File: config.mk
export PLATFORM = sky130hd
export DESIGN_NAME = spi_ram_arbiter
export DESIGN_NICKNAME = d
export VERILOG_FILES = /design/src/rtl/spi_ram_arbiter.sv
export SDC_FILE = /design/constraint.sdc
export NUM_CORES = 1
export LEC_CHECK = 0
export ABC_AREA = 1
export ABC_CLOCK_PERIOD_IN_PS = 2700
export BUFFER_PORTS_ARGS = -buffer_cell sky130_fd_sc_hd__buf_2
export CAP_MARGIN = 20
export CORE_MARGIN = 4
export CORE_UTILIZATION = 30
export CTS_CLUSTER_SIZE = 30
export DETAILED_ROUTE_END_ITERATION = 8
export GPL_TIMING_DRIVEN = 0
export PLACE_DENSITY = 0.52
export REMOVE_ABC_BUFFERS = 1
export SLEW_MARGIN = 15
export SYNTH_ARGS = -nofsm -noshare
export SYNTH_HDL_FRONTEND = slang
export SYNTH_SLANG_ARGS = --single-unit
export TNS_END_PERCENT = 50
File: constraint.sdc
create_clock -name clk -period 2.7 [get_ports clk]
set_clock_uncertainty 0.1 [all_clocks]
set_input_delay 0.135 -clock clk [delete_from_list [all_inputs] [get_ports clk]]
set_output_delay 0.135 -clock clk [all_outputs]
set_load 0.005 [all_outputs]
File: src/rtl/spi_ram_arbiter.sv
// Shares one async-read RAM port between SPI_Slave command words and a local host.
// Ports: clk/rst_n, rx_data/rx_valid in, tx_data/tx_valid out, host_* handshake, mem_* RAM port.
module spi_ram_arbiter #(
  parameter int ADDR_SIZE = 8,
  parameter int DATA_W    = 8,
  parameter int AUTO_INC  = 0
) (
  input  logic                 clk,
  input  logic                 rst_n,
  input  logic [9:0]           rx_data,
  input  logic                 rx_valid,
  output logic [DATA_W-1:0]    tx_data,
  output logic                 tx_valid,
  input  logic                 host_req,
  input  logic                 host_we,
  input  logic [ADDR_SIZE-1:0] host_addr,
  input  logic [DATA_W-1:0]    host_wdata,
  output logic                 host_gnt,
  output logic [DATA_W-1:0]    host_rdata,
  output logic                 host_rvalid,
  output logic [ADDR_SIZE-1:0] mem_addr,
  output logic [DATA_W-1:0]    mem_wdata,
  output logic                 mem_we,
  input  logic [DATA_W-1:0]    mem_rdata
);

  typedef enum logic [1:0] {
    IDLE    = 2'd0,
    SPI_WR  = 2'd1,
    SPI_RD  = 2'd2,
    HOST_OP = 2'd3
  } state_t;

  localparam logic [1:0] C_WADDR = 2'b00;
  localparam logic [1:0] C_WDATA = 2'b01;
  localparam logic [1:0] C_RADDR = 2'b10;
  localparam logic [1:0] C_RDATA = 2'b11;

  localparam logic INC = (AUTO_INC != 0);

  state_t state;
  state_t nxt;

  logic [ADDR_SIZE-1:0] wr_addr;
  logic [ADDR_SIZE-1:0] rd_addr;
  logic [DATA_W-1:0]    data_q;
  logic                 pend;
  logic                 op_rd;

  // last driven port values, so the bus holds while idle
  logic [ADDR_SIZE-1:0] addr_q;
  logic [DATA_W-1:0]    wdata_q;

  logic [1:0] cmd;
  logic       host_rd;

  assign cmd = rx_data[9:8];

  // a pending SPI command always wins; the host is only
  // considered once nothing is pending
  always_comb begin
    nxt = IDLE;
    if (pend) begin
      nxt = op_rd ? SPI_RD : SPI_WR;
    end else if (host_req) begin
      nxt = HOST_OP;
    end
  end

  always_ff @(posedge clk or negedge rst_n) begin
    if (!rst_n) begin
      state <= IDLE;
    end else begin
      state <= nxt;
    end
  end

  always_comb begin
    mem_we    = 1'b0;
    mem_addr  = addr_q;
    mem_wdata = wdata_q;
    host_gnt  = 1'b0;
    unique case (state)
      SPI_WR: begin
        mem_addr  = wr_addr;
        mem_wdata = data_q;
        mem_we    = 1'b1;
      end
      SPI_RD: begin
        mem_addr = rd_addr;
      end
      HOST_OP: begin
        host_gnt = 1'b1;
        mem_addr = host_addr;
        if (host_we) begin
          mem_wdata = host_wdata;
          mem_we    = host_req;
        end
      end
      default: begin
      end
    endcase
  end

  assign host_rd = (state == HOST_OP) && !host_we && host_req;

  // command capture; a fresh capture overrides both the
  // pend clear and any auto-increment landing on the same edge
  always_ff @(posedge clk or negedge rst_n) begin
    if (!rst_n) begin
      wr_addr <= '0;
      rd_addr <= '0;
      data_q  <= '0;
      pend    <= 1'b0;
      op_rd   <= 1'b0;
    end else begin
      if (pend) begin
        pend <= 1'b0;
      end
      if (INC && state == SPI_WR) begin
        wr_addr <= wr_addr + ADDR_SIZE'(1);
      end
      if (INC && state == SPI_RD) begin
        rd_addr <= rd_addr + ADDR_SIZE'(1);
      end
      if (rx_valid) begin
        unique case (cmd)
          C_WADDR: wr_addr <= ADDR_SIZE'(rx_data[7:0]);
          C_RADDR: rd_addr <= ADDR_SIZE'(rx_data[7:0]);
          C_WDATA: begin
            data_q <= DATA_W'(rx_data[7:0]);
            op_rd  <= 1'b0;
            pend   <= 1'b1;
          end
          C_RDATA: begin
            op_rd <= 1'b1;
            pend  <= 1'b1;
          end
          default: begin
          end
        endcase
      end
    end
  end

  always_ff @(posedge clk or negedge rst_n) begin
    if (!rst_n) begin
      addr_q  <= '0;
      wdata_q <= '0;
    end else begin
      addr_q  <= mem_addr;
      wdata_q <= mem_wdata;
    end
  end

  always_ff @(posedge clk or negedge rst_n) begin
    if (!rst_n) begin
      tx_data  <= '0;
      tx_valid <= 1'b0;
    end else begin
      tx_valid <= (state == SPI_RD);
      if (state == SPI_RD) begin
        tx_data <= mem_rdata;
      end
    end
  end

  always_ff @(posedge clk or negedge rst_n) begin
    if (!rst_n) begin
      host_rdata  <= '0;
      host_rvalid <= 1'b0;
    end else begin
      host_rvalid <= host_rd;
      if (host_rd) begin
        host_rdata <= mem_rdata;
      end
    end
  end

endmodule

==> impl_metrics.toml <==
[sta]
fin_ws_ns = 0.265
maxSlewViolCount = 0
fmax_mhz = 411
rsz0062_at_grt = "no"
relSlewSlack_pct = 39.2
fin_crit_sh_pct = 90.2
setup_viol = 0
hold_violations = 0
period_minus_slack_ns = 2.43
tightest_slew_ns = 0.912
fin_hold_ws_ns = 0.0104
setup-tns-final_ns = 0

[routing]
num_vias = 2259
drtPass1Iterations = 4
dr_wl_met2_mm = 3.25
wl_met3_um = 391
drtIter0Drc = 85
m1WireLength_mm = 2.98
drt_wl_total_mm = 6.70
drtAntennaViolNets = 0
wire_per_inst_um = 13.5
topRoutingLayerUsed = "met4"
drc = 0
via_per_inst = 4.56

[job]
cap_violations = 0

[global_routing]
grt.total_usage_pct = 13.4
grt_start_max_net_pins = 36
grt_remaining_overflow = 0
antenna_found_initial = 0
grt_pass1_vias = 2270
grt_pass1_wl_mm = 10.8

[setup_path]
path_class = "reg2out"
path_cells = "inv_2 -> nand2_4 -> clkinv_2 -> nand2_1 -> nand3_1 -> buf_2"
cp_slowest_stage_delay_ns = 0.91
critPathMaxFanout = 20
worstSetupEndpointType = "primary output"
cp_slowest_cell = "dfrtp_1"
arrival_ns = 2.20
crit_required_ns = 2.47
cp-start-kind = "flop"

[die]
dieArea_um2 = 10200
io_pins = 75
rows = 33
die_h_um = 101
fp.dieW_um = 101
core_um2 = 8340
start_util_pct = 31.2

[placed_design]
dp_hpwl_mm = 4.69
gp_congestion = 0.777
placed_area_um2 = 3070
dp_cells = 448
io_buffers = 74
post-place-ws_ns = 0.614

[cells_and_area]
fin_nets = 424
final_area_um2 = 3610
multi_input_area_um2 = 915
final_cells = 495
diodes = 0
nFillCells = 857
drive_gt1_share_pct = 29.5
seqCellArea_um2 = 1550
syn_to_final_growth_pct = 38.6

[logic_synthesis]
yosys.area.top_type_share_pct = 59.6
yosysUniqueCellTypes = 21
avgSynthCellArea_um2 = 9.47
synth-seq-cells = 62
synth_cells = 275
yosysSeqAreaShare_pct = 59.6
synth.largest_area_cell = "dfrtp_1"
ys_warn_count = 0
synth.area.top_cells = "dfrtp_1 (60%), nand2_1 (13%), nand3_1 (9.2%), o21ai_0 (2.9%), o21ai_2 (2.7%)"
synth_area_um2 = 2600

[pwr]
p_seq_share_pct = 45.8
p_leak_nw = 1.90
p_clk_share_pct = 36.1
irDropWorstVdd_v = 0.000330
switchingPower_w = 0.000693
internal-power_w = 0.00191
power-per-cell-area_nw_per_um2 = 722
netSwitchingFraction_pct = 26.6
comb_power_share_pct = 18.1

[clock_network]
numCtsBuffers = 9
worst_skew_pair.late_latency_ns = 0.33
clockBufferDepth = 2
ctsRootBufferMaster = "clkbuf_8"
cts_setup_buffers = 0
clock_sinks = 62
path_clk_slew_ns = 0.07
cts_tree = "done"
htree_levels = 3

[hold_path]
hold_class = "in2reg"

[status]
status = "finished clean"
[cell type report]
class / count / share of cell area, %
tap: 105 / 3.64
clock inverter: 3 / 1.80
sequential: 62 / 43.0
multi-input combinational: 187 / 25.3
clock buffer: 13 / 4.68
timing repair buffer: 106 / 19.5
inverter: 19 / 2.08
[synthesized netlist by cell type, drive strengths merged]
| master | instances |
|---|---|
| buf | 7 |
| clkinv | 1 |
| dfrtp | 62 |
| inv | 18 |
| nand2 | 99 |
| nand3 | 48 |
| nand3b | 1 |
| nand4 | 8 |
| nor2 | 4 |
| o21a | 1 |
| o21ai | 26 |
[power by group through the flow]
| stage | clock network [W] | logic, W | registers, W |
|---|---|---|---|
| 6_report | 0.000940 | 0.000472 | 0.00119 |
| 5_1_grt | 0.00101 | 0.000540 | 0.00121 |
| 4_1_cts | 0.000967 | 0.000485 | 0.00120 |
| 3_5_place_dp | 0 | 0.000449 | 0.00121 |
| 3_3_place_gp | 0 | 0.000438 | 0.00121 |
| 2_1_floorplan | 0 | 0.000223 | 0.00120 |
[stage by stage]
step | utilization, % | power, W
floorplan | - | 0.00142
global placement | 36.5 | 0.00165
global route | 43.3 | 0.00276
detailed placement | 36.8 | 0.00166
finish | 43.3 | 0.00261
CTS | 43.3 | 0.00265
[cell usage in the layout (no fill, tap or decap)]
cell	synthesis	routed
nand3b_4	1	1
o21a_1	1	1
bufinv_16	0	2
nor2_4	1	1
clkinv_2	1	2
inv_2	4	4
clkbuf_8	0	12
buf_2	2	73
nand2_1	92	92
inv_4	1	1
dlygate4sd3_1	0	31
nand2_4	4	4
o21ai_1	3	3
nand4_1	8	8
clkbuf_1	0	1
nor2_1	1	1
inv_1	13	13
nor2_2	2	2
dfrtp_1	62	62
nand2_2	3	3
buf_4	1	1
o21ai_2	8	8
o21ai_0	15	15
buf_12	0	1
nand3_1	48	48
[per-layer routing]
layer / up-vias / GRT usage [%]
li1: 1125 / -
met5: - / 0
met1: 1064 / 17.8
met4: 0 / 3.99
met3: 9 / 3.44
met2: 61 / 21.7
[flip-flops by register name (all words and copies together), names as in the netlist]
name         count
wr_addr          8
host_rvalid      1
addr_q           8
pend             1
tx_data          8
tx_valid         1
host_rdata       8
wdata_q          8
rd_addr          8
op_rd            1
data_q           8
state            2
[worst paths after layout]
| path | end | slack [ns] | cells after the start | from |
|---|---|---|---|---|
| min in group asynchronous | host_rdata[4] | 0.17 | 2 | rst_n |
| hold / removal | data_q[5] | 0.01 | 3 | rx_data[5] |
| setup / recovery | mem_wdata[0] | 0.27 | 6 | state[1] |
| hold reg to reg | host_rdata[3] | 0.37 | 2 | host_rdata[3] |
| max in group asynchronous | wr_addr[0] | 1.82 | 3 | rst_n |
| setup reg to reg | wdata_q[0] | 0.75 | 5 | state[1] |
[critical path: cells and delay by family (launching register included)]
kind	cells	cell delay, ns
flops	1	0.91
buf+inv	3	0.58
simple gates	3	0.38
[kinds of logic (layout without fill, tap and decap cells)]
family | count (synthesis) | count (layout) | share of synthesized area, %
and+or+nand+nor | 160 | 160 | 28.7
DFF | 62 | 62 | 59.6
AOI/OAI and AO/OA | 27 | 27 | 6.44
buffers and inverters | 26 | 141 | 5.29
[repair_timing]
| item | CTS | global route |
|---|---|---|
| resized for setup | 0 | 0 |
| hold buffers | 31 | 0 |
| hold endpoints to repair | 100 | 0 |
Power figures use the tool's default switching activity.
